===== src/rtl/ocp_pkg.sv =====
// Shared OCP encodings (MCmd, SResp) and the master-port FSM state type.
package ocp_pkg;

  typedef enum logic [2:0] {
    MCMD_IDLE = 3'b000,
    MCMD_WR   = 3'b001,
    MCMD_RD   = 3'b010
  } mcmd_e;

  typedef enum logic [1:0] {
    SRESP_NULL = 2'b00,
    SRESP_DVA  = 2'b01,
    SRESP_FAIL = 2'b10,
    SRESP_ERR  = 2'b11
  } sresp_e;

  typedef enum logic [2:0] {
    ST_IDLE,
    ST_RD_CMD,
    ST_WR_CD,
    ST_WR_D,
    ST_WR_C
  } state_e;

endpackage


===== src/rtl/ocp_req_fifo.sv =====
// Synchronous request FIFO, show-ahead head; push is ignored when full and pop when empty.
// Data pushed on an edge is visible at the head after that edge (one-cycle read).
module ocp_req_fifo #(
  parameter int WIDTH = 8,
  parameter int DEPTH = 4
) (
  input  logic             Clk,
  input  logic             reset,
  input  logic             push,
  input  logic [WIDTH-1:0] push_dat,
  input  logic             pop,
  output logic [WIDTH-1:0] head_dat,
  output logic             full,
  output logic             empty
);

  localparam int AW = $clog2(DEPTH);
  localparam logic [AW:0] PTR_ONE = (AW + 1)'(1);

  logic [WIDTH-1:0] mem_q [DEPTH];
  logic [AW:0]      wr_ptr_q, wr_ptr_d;
  logic [AW:0]      rd_ptr_q, rd_ptr_d;
  logic             do_push, do_pop;

  // Pointers carry one extra wrap bit so full and empty are distinguishable.
  assign empty    = (wr_ptr_q == rd_ptr_q);
  assign full     = (wr_ptr_q[AW] != rd_ptr_q[AW]) && (wr_ptr_q[AW-1:0] == rd_ptr_q[AW-1:0]);
  assign do_push  = push && !full;
  assign do_pop   = pop && !empty;
  assign head_dat = mem_q[rd_ptr_q[AW-1:0]];

  always_comb begin
    wr_ptr_d = wr_ptr_q;
    rd_ptr_d = rd_ptr_q;
    if (do_push) wr_ptr_d = wr_ptr_q + PTR_ONE;
    if (do_pop)  rd_ptr_d = rd_ptr_q + PTR_ONE;
  end

  always_ff @(posedge Clk) begin
    if (reset) begin
      wr_ptr_q <= '0;
      rd_ptr_q <= '0;
    end else begin
      wr_ptr_q <= wr_ptr_d;
      rd_ptr_q <= rd_ptr_d;
    end
  end

  always_ff @(posedge Clk) begin
    if (do_push) mem_q[wr_ptr_q[AW-1:0]] <= push_dat;
  end

endmodule


===== src/rtl/ocp_master_port.sv =====
// Bridge-to-OCP master: queues requests, issues them in order with registered OCP outputs.
// A request reaches MCmd one edge after acceptance at the earliest; reads stall at MAX_OUTST.
module ocp_master_port
  import ocp_pkg::*;
#(
  parameter int ADDR_WIDTH = 64,
  parameter int DATA_WIDTH = 8,
  parameter int FIFO_DEPTH = 4,
  parameter int MAX_OUTST  = 4
) (
  input  logic                  Clk,
  input  logic                  reset,
  input  logic                  EnableClk,
  input  logic                  req_valid,
  output logic                  req_ready,
  input  logic                  req_write,
  input  logic [ADDR_WIDTH-1:0] req_addr,
  input  logic [DATA_WIDTH-1:0] req_wdata,
  output logic                  rsp_valid,
  input  logic                  rsp_ready,
  output logic [DATA_WIDTH-1:0] rsp_data,
  output logic                  rsp_err,
  output logic                  busy,
  output logic                  err_unexpected,
  output logic [2:0]            MCmd,
  output logic [ADDR_WIDTH-1:0] MAddr,
  output logic [DATA_WIDTH-1:0] MData,
  output logic                  MDataValid,
  output logic                  MRespAccept,
  input  logic                  SCmdAccept,
  input  logic                  SDataAccept,
  input  logic [1:0]            SResp,
  input  logic [DATA_WIDTH-1:0] SData
);

  localparam int OW = $clog2(MAX_OUTST + 1);
  localparam logic [OW-1:0] OUT_MAX = OW'(MAX_OUTST);
  localparam logic [OW-1:0] OUT_ONE = OW'(1);

  typedef struct packed {
    logic                  wr;
    logic [ADDR_WIDTH-1:0] addr;
    logic [DATA_WIDTH-1:0] wdata;
  } req_t;

  req_t                  push_req, head_req;
  logic                  fifo_full, fifo_empty, pop, cmd_done, can_issue;
  logic                  cmd_acc, resp_acc, resp_dec;
  state_e                state_q, state_d;
  mcmd_e                 mcmd_q, mcmd_d;
  logic [ADDR_WIDTH-1:0] maddr_q, maddr_d;
  logic [DATA_WIDTH-1:0] mdata_q, mdata_d;
  logic                  mdval_q, mdval_d;
  logic [OW-1:0]         outst_q, outst_d;
  logic                  rsp_valid_q, rsp_valid_d;
  logic [DATA_WIDTH-1:0] rsp_data_q, rsp_data_d;
  logic                  rsp_err_q, rsp_err_d;
  logic                  err_unexp_q, err_unexp_d;

  assign push_req = '{wr: req_write, addr: req_addr, wdata: req_wdata};
  assign req_ready = !fifo_full;

  ocp_req_fifo #(
    .WIDTH ($bits(req_t)),
    .DEPTH (FIFO_DEPTH)
  ) u_req_fifo (
    .Clk      (Clk),
    .reset    (reset),
    .push     (req_valid && req_ready),
    .push_dat (push_req),
    .pop      (pop),
    .head_dat (head_req),
    .full     (fifo_full),
    .empty    (fifo_empty)
  );

  assign MRespAccept = !rsp_valid_q || rsp_ready;
  assign cmd_acc     = EnableClk && (state_q == ST_RD_CMD) && SCmdAccept;
  assign resp_acc    = EnableClk && (SResp != SRESP_NULL) && MRespAccept;
  assign resp_dec    = resp_acc && (outst_q != '0);

  always_comb begin
    outst_d = outst_q;
    if (cmd_acc && !resp_dec)      outst_d = outst_q + OUT_ONE;
    else if (!cmd_acc && resp_dec) outst_d = outst_q - OUT_ONE;
  end

  // Uses the post-edge count so a read accepted this edge is counted before the next issues.
  assign can_issue = !fifo_empty && (head_req.wr || (outst_d < OUT_MAX));

  always_comb begin
    state_d  = state_q;
    mcmd_d   = mcmd_q;
    maddr_d  = maddr_q;
    mdata_d  = mdata_q;
    mdval_d  = mdval_q;
    pop      = 1'b0;
    cmd_done = 1'b0;
    if (EnableClk) begin
      case (state_q)
        ST_IDLE:   cmd_done = 1'b1;
        ST_RD_CMD: cmd_done = SCmdAccept;
        ST_WR_CD: begin
          if (SCmdAccept && SDataAccept) begin
            cmd_done = 1'b1;
          end else if (SCmdAccept) begin
            state_d = ST_WR_D;
            mcmd_d  = MCMD_IDLE;
            maddr_d = '0;
          end else if (SDataAccept) begin
            state_d = ST_WR_C;
            mdval_d = 1'b0;
            mdata_d = '0;
          end
        end
        ST_WR_D:   cmd_done = SDataAccept;
        ST_WR_C:   cmd_done = SCmdAccept;
        default:   cmd_done = 1'b1;
      endcase
      if (cmd_done) begin
        if (can_issue) begin
          pop     = 1'b1;
          maddr_d = head_req.addr;
          if (head_req.wr) begin
            state_d = ST_WR_CD;
            mcmd_d  = MCMD_WR;
            mdata_d = head_req.wdata;
            mdval_d = 1'b1;
          end else begin
            state_d = ST_RD_CMD;
            mcmd_d  = MCMD_RD;
            mdata_d = '0;
            mdval_d = 1'b0;
          end
        end else begin
          state_d = ST_IDLE;
          mcmd_d  = MCMD_IDLE;
          maddr_d = '0;
          mdata_d = '0;
          mdval_d = 1'b0;
        end
      end
    end
  end

  // The bridge-side consume is not gated by EnableClk, so one handshake drains exactly one response.
  always_comb begin
    rsp_valid_d = rsp_valid_q && !rsp_ready;
    rsp_data_d  = rsp_data_q;
    rsp_err_d   = rsp_err_q;
    err_unexp_d = err_unexp_q;
    if (resp_acc) begin
      rsp_valid_d = 1'b1;
      rsp_data_d  = SData;
      rsp_err_d   = (SResp != SRESP_DVA);
      if (outst_q == '0) err_unexp_d = 1'b1;
    end
  end

  always_ff @(posedge Clk) begin
    if (reset) begin
      state_q     <= ST_IDLE;
      mcmd_q      <= MCMD_IDLE;
      maddr_q     <= '0;
      mdata_q     <= '0;
      mdval_q     <= 1'b0;
      outst_q     <= '0;
      rsp_valid_q <= 1'b0;
      rsp_data_q  <= '0;
      rsp_err_q   <= 1'b0;
      err_unexp_q <= 1'b0;
    end else begin
      state_q     <= state_d;
      mcmd_q      <= mcmd_d;
      maddr_q     <= maddr_d;
      mdata_q     <= mdata_d;
      mdval_q     <= mdval_d;
      outst_q     <= outst_d;
      rsp_valid_q <= rsp_valid_d;
      rsp_data_q  <= rsp_data_d;
      rsp_err_q   <= rsp_err_d;
      err_unexp_q <= err_unexp_d;
    end
  end

  assign MCmd           = mcmd_q;
  assign MAddr          = maddr_q;
  assign MData          = mdata_q;
  assign MDataValid     = mdval_q;
  assign rsp_valid      = rsp_valid_q;
  assign rsp_data       = rsp_data_q;
  assign rsp_err        = rsp_err_q;
  assign err_unexpected = err_unexp_q;
  assign busy           = !fifo_empty || (state_q != ST_IDLE) || (outst_q != '0);

endmodule


===== config.mk =====
export PLATFORM = sky130hd
export DESIGN_NAME = ocp_master_port
export DESIGN_NICKNAME = d
export VERILOG_FILES = /design/src/rtl/ocp_pkg.sv /design/src/rtl/ocp_req_fifo.sv /design/src/rtl/ocp_master_port.sv
export SDC_FILE = /design/constraint.sdc
export NUM_CORES = 1
export LEC_CHECK = 0
export ABC_AREA = 1
export CAP_MARGIN = 20
export CORE_MARGIN = 3
export CORE_UTILIZATION = 47
export CTS_CLUSTER_DIAMETER = 40
export DETAILED_ROUTE_END_ITERATION = 6
export HOLD_SLACK_MARGIN = 0.03
export PLACE_DENSITY = 0.71
export SYNTH_ARGS = -nofsm -noshare
export SYNTH_HDL_FRONTEND = slang
export SYNTH_SLANG_ARGS = --single-unit

===== constraint.sdc =====
create_clock -name Clk -period 5.8 [get_ports Clk]
set_clock_uncertainty 0.15 [all_clocks]
set_input_delay 1.74 -clock Clk [delete_from_list [all_inputs] [get_ports Clk]]
set_output_delay 1.74 -clock Clk [all_outputs]
set_load 0.03 [all_outputs]

==> impl_metrics.json <==
{
  "rsz0062_at_grt": "false",
  "nNetsFinal": 1551,
  "cts_buffers": 47,
  "setup_violations": 0,
  "ys_warn_count": 0,
  "critical_path.startpoint_type": "input pin",
  "place.gp.congestion": 0.790,
  "timing.fmax_mhz": 205,
  "finish.utilization_pct": 59.5,
  "layout-drive-gt1-share_pct": 8.87,
  "die_x_um": 185,
  "syn_nets": 1394,
  "irDropWorstVdd_mv": 0.349,
  "grt_max_degree": 89,
  "fin_setup_tns_ns": 0,
  "path_class": "in2out",
  "status": "finished clean",
  "drt_first_pass_iters": 6,
  "antenna_found_initial": 4,
  "routedWlPerCell_um": 18.3,
  "synth-seq-cells": 392,
  "htreeDepth": 2,
  "tightestPinTransition_ns": 0.938,
  "area_delta_synth_final_pct": 24.4,
  "synth_common_cells": "edfxtp_1, nor2_1, o21ai_0",
  "relSlewSlack_pct": 37.5,
  "dpl.hpwl_um": 19200,
  "crit_arrival_ns": 3.00,
  "start_util_pct": 47.9,
  "cts_tree": "done",
  "async_reset_ff_share_pct": 0,
  "grt_util_all_layers_pct": 19.9,
  "overflow": 0,
  "grt_pass1_wl_um": 54000,
  "wl_um": 34700,
  "port_buffers": 178,
  "maxCapViolCount": 0,
  "syn_area_per_cell_um2": 11.7,
  "syn_area_um2": 15100,
  "synthTopCellsByArea": "edfxtp_1, dfxtp_1, o21ai_0, nor2_1, nand3_1",
  "cts_hold_buf": 0,
  "viasPerCell": 5.42,
  "synth_cell_type_count": 35,
  "synth_edf_count": 292,
  "clock_sinks": 392,
  "hold_viol_final": 0,
  "synth_top_area_cell": "edfxtp_1",
  "synth_top_area_share_pct": 57.9,
  "drcViolationCount": 0,
  "powerDensity_nw_per_um2": 433,
  "required_ns": 3.91,
  "die_y_um": 185,
  "vias": 10261,
  "min_period_ns": 4.89,
  "final_antenna_net_count": 0,
  "yosysSeqAreaShare_pct": 71.1,
  "synth.most_common_cell": "edfxtp_1",
  "cts_resized": 0,
  "synth_ff_type": "edfxtp_1",
  "core-area_um2": 31600,
  "fin_crit_sh_pct": 84.2,
  "finalMaxSlewViolations": 0,
  "clk_path_buf_depth": 3,
  "die_area_um2": 34400,
  "drt_iter0_markers": 744,
  "post-cts-setup-buffers": 0,
  "cellLeakagePower_nw": 6.60,
  "path_clk_slew_ns": 0.06,
  "critPathMaxFanout": 3,
  "postSynthCellCount": 1294,
  "rows": 65,
  "grt_pass1_vias": 10166,
  "clk-insertion-delay-late_ns": 0.53,
  "cp-end-kind": "output pin",
  "hold_path.class": "reg2reg",
  "ios": 180,
  "cts_root_buf": "clkbuf_16"
}
## power breakdown
group / leakage [nW] / switching, mW / total [mW] / internal (mW)
Clock: 0.783 / 1.15 / 2.99 / 1.84
Combinational: 2.31 / 1.16 / 1.77 / 0.611
Sequential: 3.50 / 0.149 / 3.40 / 3.25
Total: 6.60 / 2.46 / 8.16 / 5.70
## through the flow
| stage | setup WS, ns | cell area [um2] | total power [mW] | std cells | hold slack [ns] |
|---|---|---|---|---|---|
| after floorplan | 0.108 | 15100 | 4.63 | 1294 | 0.293 |
| after global placement | 0.776 | 17200 | 5.19 | 1804 | 0.298 |
| after detailed placement | 0.670 | 17200 | 5.23 | 1804 | 0.314 |
| after CTS | 0.908 | 18800 | 8.23 | 1891 | 0.325 |
| after global routing | 0.796 | 18800 | 8.54 | 1892 | 0.342 |
| final | 0.914 | 18800 | 8.16 | 1893 | 0.320 |
## kinds of logic (layout without fill, tap and decap cells)
kind of cell               after synthesis  in the layout  synth area share [%]
AOI/OAI and AO/OA                      321            321                  11.5
xor gates and xnor gates                 3              3                 0.174
adders and majority gates               10             10                 0.826
and+or+nand+nor                        423            423                  11.9
buffers and inverters                  144            339                  4.37
other                                    1              3                0.0248
DFF                                    392            392                  71.1
## flip-flops by register name, summed over array words and instances (netlist names), named ones only
name and flops:
u_req_fifo.mem_q 292, MAddr 64, MData 8, rsp_data 8
outst_q 3, state_q 3, u_req_fifo.rd_ptr_q 3, u_req_fifo.wr_ptr_q 3
MCmd 2, MDataValid 1, err_unexpected 1, rsp_err 1
rsp_valid 1
## area by class of cell
cell class	instances	area (um2)
fill	2533	12800
sequential	392	10800
multi-input combinational	758	3740
timing repair buffer	195	1960
clock buffer	54	1250
tap	402	503
clock inverter	33	374
inverter	57	219
antenna	2	5.00
## routing by layer
metal  track usage, %  up-vias  wire length [um]
met3             4.96       60              2750
li1                 -     4931                 -
met2             34.3      330             16800
met4             5.04        6               701
met1             25.4     4934             14400
met5                0        -                37
## path summary, 6_finish.rpt
| check | end | from | slack (ns) | cells after the start |
|---|---|---|---|---|
| setup / recovery | MRespAccept | rsp_ready | 0.91 | 4 |
| hold / removal | MAddr[3] | MAddr[3] | 0.32 | 2 |
| setup reg to reg | MAddr[29] | register | 2.51 | 10 |
| hold reg to reg | MAddr[3] | MAddr[3] | 0.32 | 2 |
## critical path: stages
cell,delay [ns]
clkdlybuf4s50_1,0.45
nor2_1,0.05
inv_1,0.08
clkdlybuf4s50_1,0.67
## cell usage in the layout (no fill, tap or decap), drive strengths merged
cell / instances
edfxtp: 292
nor2: 219
o21ai: 204
clkdlybuf4s50: 178
nand3: 103
dfxtp: 100
nand2: 95
o22ai: 72
inv: 64
clkbuf: 54
a21oi: 42
buf: 17
clkinv: 14
ha: 10
bufinv: 6
clkinvlp: 6
nand4: 3
diode: 2
xnor2: 2
nand3b: 2
o211ai: 2
nor3: 1
o21a: 1
xor2: 1
conb: 1
No activity file was read; power rests on OpenSTA's default activity.
